`config.mk`:
```
export PLATFORM = sky130hd
export DESIGN_NAME = ex_mem_reg
export DESIGN_NICKNAME = d
export VERILOG_FILES = /design/src/rtl/ex_mem_reg_pkg.sv /design/src/rtl/ex_flag_reg.sv /design/src/rtl/ex_mem_reg.sv
export SDC_FILE = /design/constraint.sdc
export NUM_CORES = 1
export LEC_CHECK = 0
export ABC_AREA = 1
export CAP_MARGIN = 20
export CORE_MARGIN = 1
export CORE_UTILIZATION = 34
export DETAILED_ROUTE_END_ITERATION = 8
export GPL_ROUTABILITY_DRIVEN = 0
export PLACE_DENSITY = 0.8
export SKIP_LAST_GASP = 1
export SLEW_MARGIN = 15
export SYNTH_ARGS = -nofsm -noshare
export SYNTH_HDL_FRONTEND = slang
export SYNTH_SLANG_ARGS = --single-unit
export TNS_END_PERCENT = 50
```
`constraint.sdc`:
```
create_clock -name clk -period 1.13 [get_ports clk]
set_input_delay 0.113 -clock clk [delete_from_list [all_inputs] [get_ports clk]]
set_output_delay 0.113 -clock clk [all_outputs]
set_load 0.03 [all_outputs]
```
`src/rtl/ex_mem_reg_pkg.sv`:
```
// Shared definitions for the EX/MEM pipeline register: opcodes, the
// flag-update classification and the saturation clamp values.
package ex_mem_reg_pkg;

  localparam logic [3:0] OP_ADD = 4'b0000;
  localparam logic [3:0] OP_SUB = 4'b0001;
  localparam logic [3:0] OP_XOR = 4'b0010;
  localparam logic [3:0] OP_AND = 4'b0011;
  localparam logic [3:0] OP_SLL = 4'b0100;
  localparam logic [3:0] OP_SRA = 4'b0101;
  localparam logic [3:0] OP_ROR = 4'b0110;
  localparam logic [3:0] OP_LW  = 4'b1000;
  localparam logic [3:0] OP_SW  = 4'b1001;

  // Clamp values used when an ADD/SUB overflows with saturation enabled.
  localparam logic [15:0] SAT_POS = 16'h7FFF;
  localparam logic [15:0] SAT_NEG = 16'h8000;

  // How an opcode affects the Z/V/N condition flags.
  typedef enum logic [1:0] {
    FLAG_NONE   = 2'd0,
    FLAG_Z_ONLY = 2'd1,
    FLAG_FULL   = 2'd2
  } flag_class_e;

  function automatic flag_class_e flag_class(input logic [3:0] op);
    flag_class_e fc;
    case (op)
      OP_ADD, OP_SUB:                 fc = FLAG_FULL;
      OP_XOR, OP_SLL, OP_SRA, OP_ROR: fc = FLAG_Z_ONLY;
      default:                        fc = FLAG_NONE;
    endcase
    return fc;
  endfunction

endpackage

```
`src/rtl/ex_flag_reg.sv`:
```
// Architectural Z/V/N condition-flag register. Flags change only when
// upd_en is high; which flags change depends on the opcode class.
module ex_flag_reg
  import ex_mem_reg_pkg::*;
#(
  parameter int DATA_W = 16,
  parameter int OP_W   = 4
) (
  input  logic              clk,
  input  logic              rst_n,
  input  logic              upd_en,
  input  logic [OP_W-1:0]   opcode,
  input  logic [DATA_W-1:0] result,
  input  logic              ovfl,
  output logic              flag_z,
  output logic              flag_v,
  output logic              flag_n
);

  logic z_q, z_d;
  logic v_q, v_d;
  logic n_q, n_d;
  flag_class_e fc;

  // Next-flag decode: hold by default, update per opcode class.
  always_comb begin
    z_d = z_q;
    v_d = v_q;
    n_d = n_q;
    fc  = flag_class(opcode);
    if (upd_en) begin
      if (fc == FLAG_FULL) begin
        z_d = (result == '0);
        v_d = ovfl;
        n_d = result[DATA_W-1];
      end else if (fc == FLAG_Z_ONLY) begin
        z_d = (result == '0);
      end
    end
  end

  // Flag flops with synchronous active-low reset.
  always_ff @(posedge clk) begin
    if (!rst_n) begin
      z_q <= 1'b0;
      v_q <= 1'b0;
      n_q <= 1'b0;
    end else begin
      z_q <= z_d;
      v_q <= v_d;
      n_q <= n_d;
    end
  end

  assign flag_z = z_q;
  assign flag_v = v_q;
  assign flag_n = n_q;

endmodule

```
`src/rtl/ex_mem_reg.sv`:
```
// EX/MEM pipeline register with the architectural condition flags.
// Optional feature: define SATURATE_EN to clamp overflowing ADD/SUB results.
//
// Hazard handshake (sampled at each rising edge, highest priority first):
//   rst_n=0 : everything cleared.
//   flush=1 : MEM slot invalidated, control cleared, data and flags held.
//   stall=1 : every register holds, flags included.
//   else    : capture EX slot; control bits gated by ex_valid; flags update
//             only for a valid instruction.
module ex_mem_reg
  import ex_mem_reg_pkg::*;
#(
  parameter int DATA_W = 16,
  parameter int REG_AW = 4,
  parameter int OP_W   = 4
) (
  input  logic              clk,
  input  logic              rst_n,
  input  logic              stall,
  input  logic              flush,
  input  logic              ex_valid,
  input  logic [OP_W-1:0]   ex_opcode,
  input  logic [DATA_W-1:0] ex_result,
  input  logic              ex_ovfl,
  input  logic [DATA_W-1:0] ex_store_data,
  input  logic [REG_AW-1:0] ex_rd,
  input  logic              ex_regwe,
  input  logic              ex_memrd,
  input  logic              ex_memwr,
  output logic              mem_valid,
  output logic [DATA_W-1:0] mem_result,
  output logic [DATA_W-1:0] mem_store_data,
  output logic [REG_AW-1:0] mem_rd,
  output logic              mem_regwe,
  output logic              mem_memrd,
  output logic              mem_memwr,
  output logic              flag_z,
  output logic              flag_v,
  output logic              flag_n
);

  logic              valid_q, valid_d;
  logic [DATA_W-1:0] result_q, result_d;
  logic [DATA_W-1:0] store_q, store_d;
  logic [REG_AW-1:0] rd_q, rd_d;
  logic              regwe_q, regwe_d;
  logic              memrd_q, memrd_d;
  logic              memwr_q, memwr_d;
  logic [DATA_W-1:0] res_final;
  logic              cap_en;

  // Final result: wrapped sum, or clamped on ADD/SUB overflow when enabled.
  always_comb begin
    res_final = ex_result;
`ifdef SATURATE_EN
    if (((ex_opcode == OP_ADD) || (ex_opcode == OP_SUB)) && ex_ovfl) begin
      res_final = ex_result[DATA_W-1] ? SAT_POS : SAT_NEG;
    end
`endif
  end

  assign cap_en = ~flush & ~stall;

  // Next-state for the pipeline slot: flush beats stall beats capture.
  always_comb begin
    valid_d  = valid_q;
    result_d = result_q;
    store_d  = store_q;
    rd_d     = rd_q;
    regwe_d  = regwe_q;
    memrd_d  = memrd_q;
    memwr_d  = memwr_q;
    if (flush) begin
      valid_d = 1'b0;
      regwe_d = 1'b0;
      memrd_d = 1'b0;
      memwr_d = 1'b0;
    end else if (!stall) begin
      valid_d  = ex_valid;
      result_d = res_final;
      store_d  = ex_store_data;
      rd_d     = ex_rd;
      regwe_d  = ex_regwe & ex_valid;
      memrd_d  = ex_memrd & ex_valid;
      memwr_d  = ex_memwr & ex_valid;
    end
  end

  // Pipeline slot flops with synchronous active-low reset.
  always_ff @(posedge clk) begin
    if (!rst_n) begin
      valid_q  <= 1'b0;
      result_q <= '0;
      store_q  <= '0;
      rd_q     <= '0;
      regwe_q  <= 1'b0;
      memrd_q  <= 1'b0;
      memwr_q  <= 1'b0;
    end else begin
      valid_q  <= valid_d;
      result_q <= result_d;
      store_q  <= store_d;
      rd_q     <= rd_d;
      regwe_q  <= regwe_d;
      memrd_q  <= memrd_d;
      memwr_q  <= memwr_d;
    end
  end

  ex_flag_reg #(
    .DATA_W (DATA_W),
    .OP_W   (OP_W)
  ) u_flags (
    .clk    (clk),
    .rst_n  (rst_n),
    .upd_en (cap_en & ex_valid),
    .opcode (ex_opcode),
    .result (res_final),
    .ovfl   (ex_ovfl),
    .flag_z (flag_z),
    .flag_v (flag_v),
    .flag_n (flag_n)
  );

  assign mem_valid      = valid_q;
  assign mem_result     = result_q;
  assign mem_store_data = store_q;
  assign mem_rd         = rd_q;
  assign mem_regwe      = regwe_q & valid_q;
  assign mem_memrd      = memrd_q & valid_q;
  assign mem_memwr      = memwr_q & valid_q;

endmodule

```
=== After elaboration in Yosys (flattened, before gate mapping) ===
Cells that the tools add are included.

* Input bits: 49
* Output and inout bits: 43
* Register bits after elaboration: 43
* Word-level logic and storage cells: 40

* Equality and inequality tests: 7
* Reductions and logical operators: 9
* Bitwise logic cells: 11
* Multiplexer cells: 3

{| class="wikitable"
|+ Operators by type and width
! kind !! count
|-
| $logic_not A16 Y1 || 1
|-
| $eq A4 B3 Y1 const B || 3
|-
| $and A1 B1 Y1 || 8
|-
| $reduce_and A2 Y1 || 3
|-
| $eq A4 B1 Y1 const B || 1
|-
| $eq A4 B2 Y1 const B || 1
|-
| $logic_not A4 Y1 || 1
|-
| $pmux W2 S2 || 1
|-
| $reduce_or A2 Y1 || 2
|-
| $reduce_or A4 Y1 || 1
|-
| $not A1 Y1 || 3
|-
| $eq A2 B1 Y1 const B || 1
|-
| $eq A2 B2 Y1 const B || 1
|-
| $mux W1 || 2
|-
| $reduce_bool A2 Y1 || 1
|}

=== Longest topological paths before layout ===
Gate-level depths: netlist of run 1.

* Word-level depth: 6
* Depth in mapped cells: 7
* Depth with buffers taken out: 7

=== Hierarchy ===
A second synthesis of run 1 with hierarchy kept.

* Cells, all modules: 289
* Area total of the unflattened synthesis: 1866.8 um^2

{| class="wikitable"
|+ Modules (own cells, without submodules)
! module !! cells an instance !! area each (um^2) !! times used !! seq. area each (um^2)
|-
| ex_mem_reg || 254 || 1666.6 || 1 || 800.8
|-
| ex_flag_reg || 35 || 200.2 || 1 || 60.1
|}

=== Worst setup path before layout of run 1 ===
OpenSTA, ideal clock, no wires.

* Path type: in2reg
* From: input port ex_opcode[1]
* To: register u_flags.z_q (netlist: u_flags.flag_z)
* Arrival: 1062 ps
* Setup time: 66 ps
* Path buffers: 0
* Cell stages on the path: 7
* Data required time: 1064 ps
* Slack: 2 ps
* Cells stage by stage: or2_2 -> nor2_1 -> ha_1 -> nand3b_1 -> nand2_1 -> nand2_1 -> a21oi_2

* Longest elaborated chain between the ends: 6
* Elaborated cells on any way between the ends: 14
* Classes of those cells: eq/ne: 7; mux: 2; reduce/logical: 5

{| class="wikitable"
|+ RTL lines
! item !! line !! text
|-
| start, declared || ex_mem_reg.sv:22 || <nowiki>input logic [OP_W-1:0] ex_opcode,</nowiki>
|-
| $eq A4 B2 Y1 (tied with other cells) || ex_mem_reg_pkg.sv:28 || <nowiki>case (op)</nowiki>
|-
| $reduce_or A4 Y1 or $reduce_or A2 Y1 (tied branches) || ex_mem_reg_pkg.sv:28 ||
|-
| $pmux W2 S2 * || ex_mem_reg_pkg.sv:28 ||
|-
| $eq A2 B1 Y1 or $eq A2 B2 Y1 (tied branches) || ex_flag_reg.sv:36, ex_flag_reg.sv:32 ||
|-
| $reduce_bool A2 Y1 (no line) || - ||
|-
| $reduce_and A2 Y1 (no line) || - ||
|-
| end signal, assigned || ex_flag_reg.sv:49 || <nowiki>z_q <= z_d;</nowiki>
|-
| end, declared || ex_flag_reg.sv:20 || <nowiki>logic z_q, z_d;</nowiki>
|}

Mark *: on every way between the ends. The rest lies on a longest branch, timed or not.
A chain may end at the register's enable or synchronous reset.

=== Final worst setup path of run 1 ===
* From: input port ex_opcode[3]
* To: register u_flags.z_q (netlist: u_flags.flag_z)

Same word-level chain as after synthesis.

==> results of run 1 <==
[power by group through the flow]
stage / Clock (mW) / Combinational [mW] / Sequential [mW]
after global routing: 1.14 / 0.791 / 1.66
after CTS: 1.06 / 0.735 / 1.65
after floorplan: 0 / 0.179 / 1.85
after detailed placement: 0 / 0.768 / 1.68
final: 1.03 / 0.730 / 1.65
after global placement: 0 / 0.762 / 1.68
[layer usage]
| layer | vias to the layer above | track usage | share of wire |
|---|---|---|---|
| met3 | 6 | 0.0591 | 0.063 |
| met5 | - | 0 | 0 |
| met1 | 730 | 0.221 | 0.47 |
| met2 | 58 | 0.289 | 0.46 |
| li1 | 893 | - | - |
| met4 | 0 | 0.0479 | 0.013 |
[critical path, stage by stage]
cell and delay (ps):
clkdlybuf4s50_1 470, a21oi_1 140, nand2_1 90, ha_4 210
nand3b_1 160, nand2_1 70, nand2_1 50, a21oi_2 90
[synthesized netlist by cell type]
| cell | number | area [um^2] |
|---|---|---|
| buf_4 | 3 | 22.5 |
| or2_2 | 1 | 6.26 |
| ha_1 | 1 | 12.5 |
| nor2_1 | 85 | 319 |
| nor2_4 | 1 | 11.3 |
| dfxtp_1 | 43 | 861 |
| buf_2 | 1 | 5.00 |
| buf_6 | 3 | 33.8 |
| nand3_2 | 1 | 10.0 |
| o21ai_0 | 16 | 80.1 |
| nand3b_1 | 1 | 7.51 |
| o21ai_1 | 22 | 110 |
| inv_2 | 1 | 3.75 |
| a21oi_2 | 1 | 8.76 |
| clkbuf_1 | 4 | 15.0 |
| inv_1 | 9 | 33.8 |
| a21oi_1 | 7 | 35.0 |
| nand2_1 | 18 | 67.6 |
[path summary, 6_finish.rpt]
kind | from | endpoint
max | ex_opcode[3] | u_flags.flag_z
max reg2reg | mem_valid | mem_valid
min reg2reg | u_flags.flag_v | u_flags.flag_v
min | ex_memrd | memrd_q
[metrics by stage]
stage	hold slack (ps)	setup WS, ps	util	cell area, um^2	total power, mW
CTS	382	-271	0.607	2730	3.45
global placement	432	-460	0.588	2650	2.44
detailed placement	439	-520	0.588	2650	2.45
floorplan	248	2.07	-	1640	2.03
global route	395	-135	0.607	2730	3.59
finish	385	-39.3	0.607	2730	3.41
[repair_timing]
item                       4_1_cts  5_1_grt
hold endpoints to repair         0        0
setup endpoints to repair       34       37
pin swaps                        0        5
resized for setup               44       35
[flip-flops by register name, indices dropped and copies added (netlist names)]
| signal | count |
|---|---|
| mem_result | 16 |
| mem_store_data | 16 |
| mem_rd | 4 |
| mem_valid | 1 |
| memrd_q | 1 |
| memwr_q | 1 |
| regwe_q | 1 |
| u_flags.flag_n | 1 |
| u_flags.flag_v | 1 |
| u_flags.flag_z | 1 |
[final cells by class]
cell class                 instances  area, um^2  area share
clock buffer                       8         100      0.0366
sequential                        43         861       0.315
timing repair buffer             104         967       0.354
multi-input combinational        154         702       0.257
tap                               52        65.1      0.0238
inverter                          10        37.5      0.0137
[kinds of logic after synthesis]
family	count (synthesis)	synth area share
AND/OR/NAND/NOR	107	0.257
adder cells (fa/ha/maj)	1	0.00761
buffers and inverters	21	0.0693
flip-flops	43	0.524
AO/OA/AOI/OAI	46	0.142
==> results.ini, run 1 <==
[run_status]
status=complete, but fails checks
violations=negative setup slack

[clock_tree]
post-cts-setup-buffers=0
clockRootBuffer=clkbuf_8
clk_latency_ps=280
cts.path.max_buffers=2
cts_htree_levels=2
cts_buffers=5
cts_tree=built
clk_pin_slew_worst_paths_ps=70
clkSinkCount=43
postCtsHoldBufs=0

[pwr]
pwr-share-comb=0.214
switching_share=0.265
p_clk_frac=0.301
p_leak_nw=1.29
intPower_mw=2.50
pwr_density_cell_nw_per_um2=1250
ir_worst_vdd_mv=0.652
seqPwrFrac=0.484
power.switching_uw=903

[floorplanning]
rows=24
dieArea_um2=5110
dieWidth_um=71.5
start_util=0.365
die_h_um=71.5
core_area_um2=4500
io_pins=92

[worst_setup_path]
critical_path_peak_fanout=2
reg2regPathDepth=2
required_ps=1350
worstSetupEndpointType=flop
worstSetupPathType=input port to flop
critical_path_arrival_ps=1390
critical_path.startpoint_type=input port
r2r_setup_slack_ps=480

[drt]
wl_um=4290
num_vias=1687
wl_per_cell_um=11.6
drc_errors=0
drt_iter0_markers=61
final_antenna_net_count=0
via_per_inst=4.55
drt_first_pass_iters=3

[synth]
ys_seq_area_frac=0.524
yosysWarnings=0
yosys_register_bits=43
synthesis.nets=268
netlist_instances=218
synth.distinct_cells=18
synth_area_um2=1640
syn_area_per_cell_um2=7.54

[worst_hold_path]
min_path_type=input port to flop
holdPathStages=3

[timing]
final_hold_viol_count=0
post-route-period-util=1.03
setup_viol_count_final=1
max_freq_ghz=0.855
drv_slew=0
rsz0062_at_grt=yes
layout_min_cycle_time_ps=1170
max_slew_margin=0.785
tns_ps=-39.3
worst_pin_slew_ps=321
finClkSkew_ps=0
timing.final.ws_setup_ps=-39.3

[cells_and_area]
num-fill-cells=420
n_antenna_cell=0
final_cells=371
nNetsFinal=368
area_growth_pct=66.3
layout_commonest_cell=nor2_1
layout-drive-gt1-share=0.163
layout_common_cells=nor2_1, clkdlybuf4s50_1, dfxtp_1

[global_routing]
grt_pass1_wl_um=7100
grt_start_max_net_pins=24
grt_pass1_vias=1625
grt.total_usage=0.176
antenna_found_initial=0
grt.overflow.total=0

[placed_design]
portBuffers=91
place_hpwl_um=3190
place_inst=363

[run]
cap_violations=0

(Power assumes the default switching activity.)
==> run 2, diff against run 1 <==
==> constraint.sdc (replaced) <==
create_clock -name clk -period 1 [get_ports clk]
set_input_delay 0.1 -clock clk [delete_from_list [all_inputs] [get_ports clk]]
set_output_delay 0.1 -clock clk [all_outputs]
set_load 0.03 [all_outputs]
==> results.ini, run 2 (synthesized netlist as in run 1, its figures left out) <==
[timing]
drv_slew=0  ; unchanged
tns_ps=-11.5  ; +27.8 ps
finClkSkew_ps=0  ; unchanged
max_freq_ghz=0.989
worst_pin_slew_ps=257  ; -64.2 ps
setup_viol_count_final=1  ; unchanged
layout_min_cycle_time_ps=1010
rsz0062_at_grt=yes
post-route-period-util=1.01
final_hold_viol_count=0  ; unchanged
timing.final.ws_setup_ps=-11.5  ; +27.8 ps
max_slew_margin=0.828  ; +0.0425

[cells_and_area]
area_growth_pct=64.7
nNetsFinal=370  ; +0.54%
n_antenna_cell=0  ; unchanged
layout-drive-gt1-share=0.243  ; +0.0800
layout_common_cells=nor2_1, buf_4, clkdlybuf4s50_1
final_cells=373  ; +0.54%
num-fill-cells=437  ; +4.0%
layout_commonest_cell=nor2_1

[placed_design]
place_hpwl_um=3250  ; +1.9%
place_inst=365  ; +0.55%
dp_slack_ps=-577  ; -56.7 ps
portBuffers=91  ; unchanged

[floorplanning]
io_pins=92  ; unchanged
dieArea_um2=5110  ; unchanged
core_area_um2=4500  ; unchanged
dieWidth_um=71.5  ; unchanged
die_h_um=71.5  ; unchanged
rows=24  ; unchanged
start_util=0.365  ; unchanged

[clock_tree]
postCtsHoldBufs=0  ; unchanged
clkSinkCount=43  ; unchanged
post-cts-setup-buffers=0  ; unchanged
clockRootBuffer=clkbuf_8
clk_latency_ps=290  ; about the same
cts_htree_levels=2  ; unchanged
clk_pin_slew_worst_paths_ps=70  ; about the same
cts_tree=built
cts_buffers=5  ; unchanged
cts.path.max_buffers=2  ; unchanged

[drt]
wl_met1_um=1940  ; -3.3%
drt_iter0_markers=55  ; -9.8%
wl_per_cell_um=11.7  ; +1.3%
maxUsedRoutingLayer=met4
wl_um=4370  ; +1.9%
dr_wl_met3_um=265  ; -1.5%
via_per_inst=4.65  ; +2.4%
drt_first_pass_iters=4  ; +1
final_antenna_net_count=0  ; unchanged
num_vias=1736  ; +2.9%
wl_met2_um=2110  ; +7.8%
drc_errors=0  ; unchanged

[global_routing]
antenna_found_initial=0  ; unchanged
grt.overflow.total=0  ; unchanged
grt.total_usage=0.179  ; +0.00387
grt_start_max_net_pins=21  ; -13%
grt_pass1_wl_um=7200  ; +1.4%
grt_pass1_vias=1626  ; +0.062%

[run_status]
violations=negative setup slack
status=complete, but fails checks

[worst_setup_path]
critical_path_peak_fanout=5  ; +3
required_ps=900  ; -450 ps
critical_path.startpoint_type=flop
critical_path_arrival_ps=910  ; -480 ps
worstSetupEndpointType=output pin
worstSetupPathType=flop to output pin

[pwr]
pwr_density_cell_nw_per_um2=1440  ; +15%
p_leak_nw=1.27  ; -1.1%
ir_worst_vdd_mv=0.972  ; +49%
p_total_mw=3.89  ; +14%

[run]
cap_violations=0  ; unchanged

[worst_hold_path]
min_path_type=input port to flop

-- run 2: cell types whose count changed in the layout (fill, tap and decap cells not counted), sizes merged --
cell	change
clkbuf	-10
clkdlybuf4s15	-14
clkdlybuf4s50	-4
dlymetal6s2s	-3
buf	+33
-- run 2: timing repair --
action,CTS,global route
pin swaps,7,5
resized for setup,10,14
setup endpoints to repair,12,42
-- run 2: worst max-delay path, stage by stage (launching register included) --
cell and delay, ps:
dfxtp_4 370, nand2_1 60, inv_1 70, buf_6 130
-- run 2: stage by stage --
| stage | utilization | area, um^2 | hold WS (ps) |
|---|---|---|---|
| finish | 0.601 | 2710 | 224 |
| detailed placement | 0.572 | 2570 | 444 |
| CTS | 0.596 | 2690 | 363 |
| global placement | 0.572 | 2570 | 442 |
| global route | 0.601 | 2710 | 249 |
| floorplan | - | 1650 | 235 |
-- run 2: layout make-up --
type                    count  area, um^2  area share
clock buffers               8         100      0.0370
flip-flops and latches     43         866       0.320
repair buffers            106         953       0.352
multi-input cells         154         684       0.253
well taps                  52        65.1      0.0240
inverters                  10        37.5      0.0139
-- run 2: worst paths after layout --
check / start / end / slack (ps) / depth (start not counted)
max: mem_valid / mem_regwe / -10 / 3
min: flush / memwr_q / 220 / 4
max reg2reg: mem_valid / mem_valid / 310 / 2
min reg2reg: u_flags.flag_v / u_flags.flag_v / 450 / 2
-- run 2: report_power, final --
part | switching, mW | total [mW] | internal (mW)
combinational | 0.433 | 0.834 | 0.400
sequential | 0.0541 | 1.87 | 1.81
clock | 0.558 | 1.19 | 0.630
total | 1.05 | 3.89 | 2.84
-- run 2: metal layers --
metal	track usage	vias up
met5	0	-
met4	0.0588	0
met3	0.0450	7
met2	0.315	61
met1	0.215	774
li1	-	894
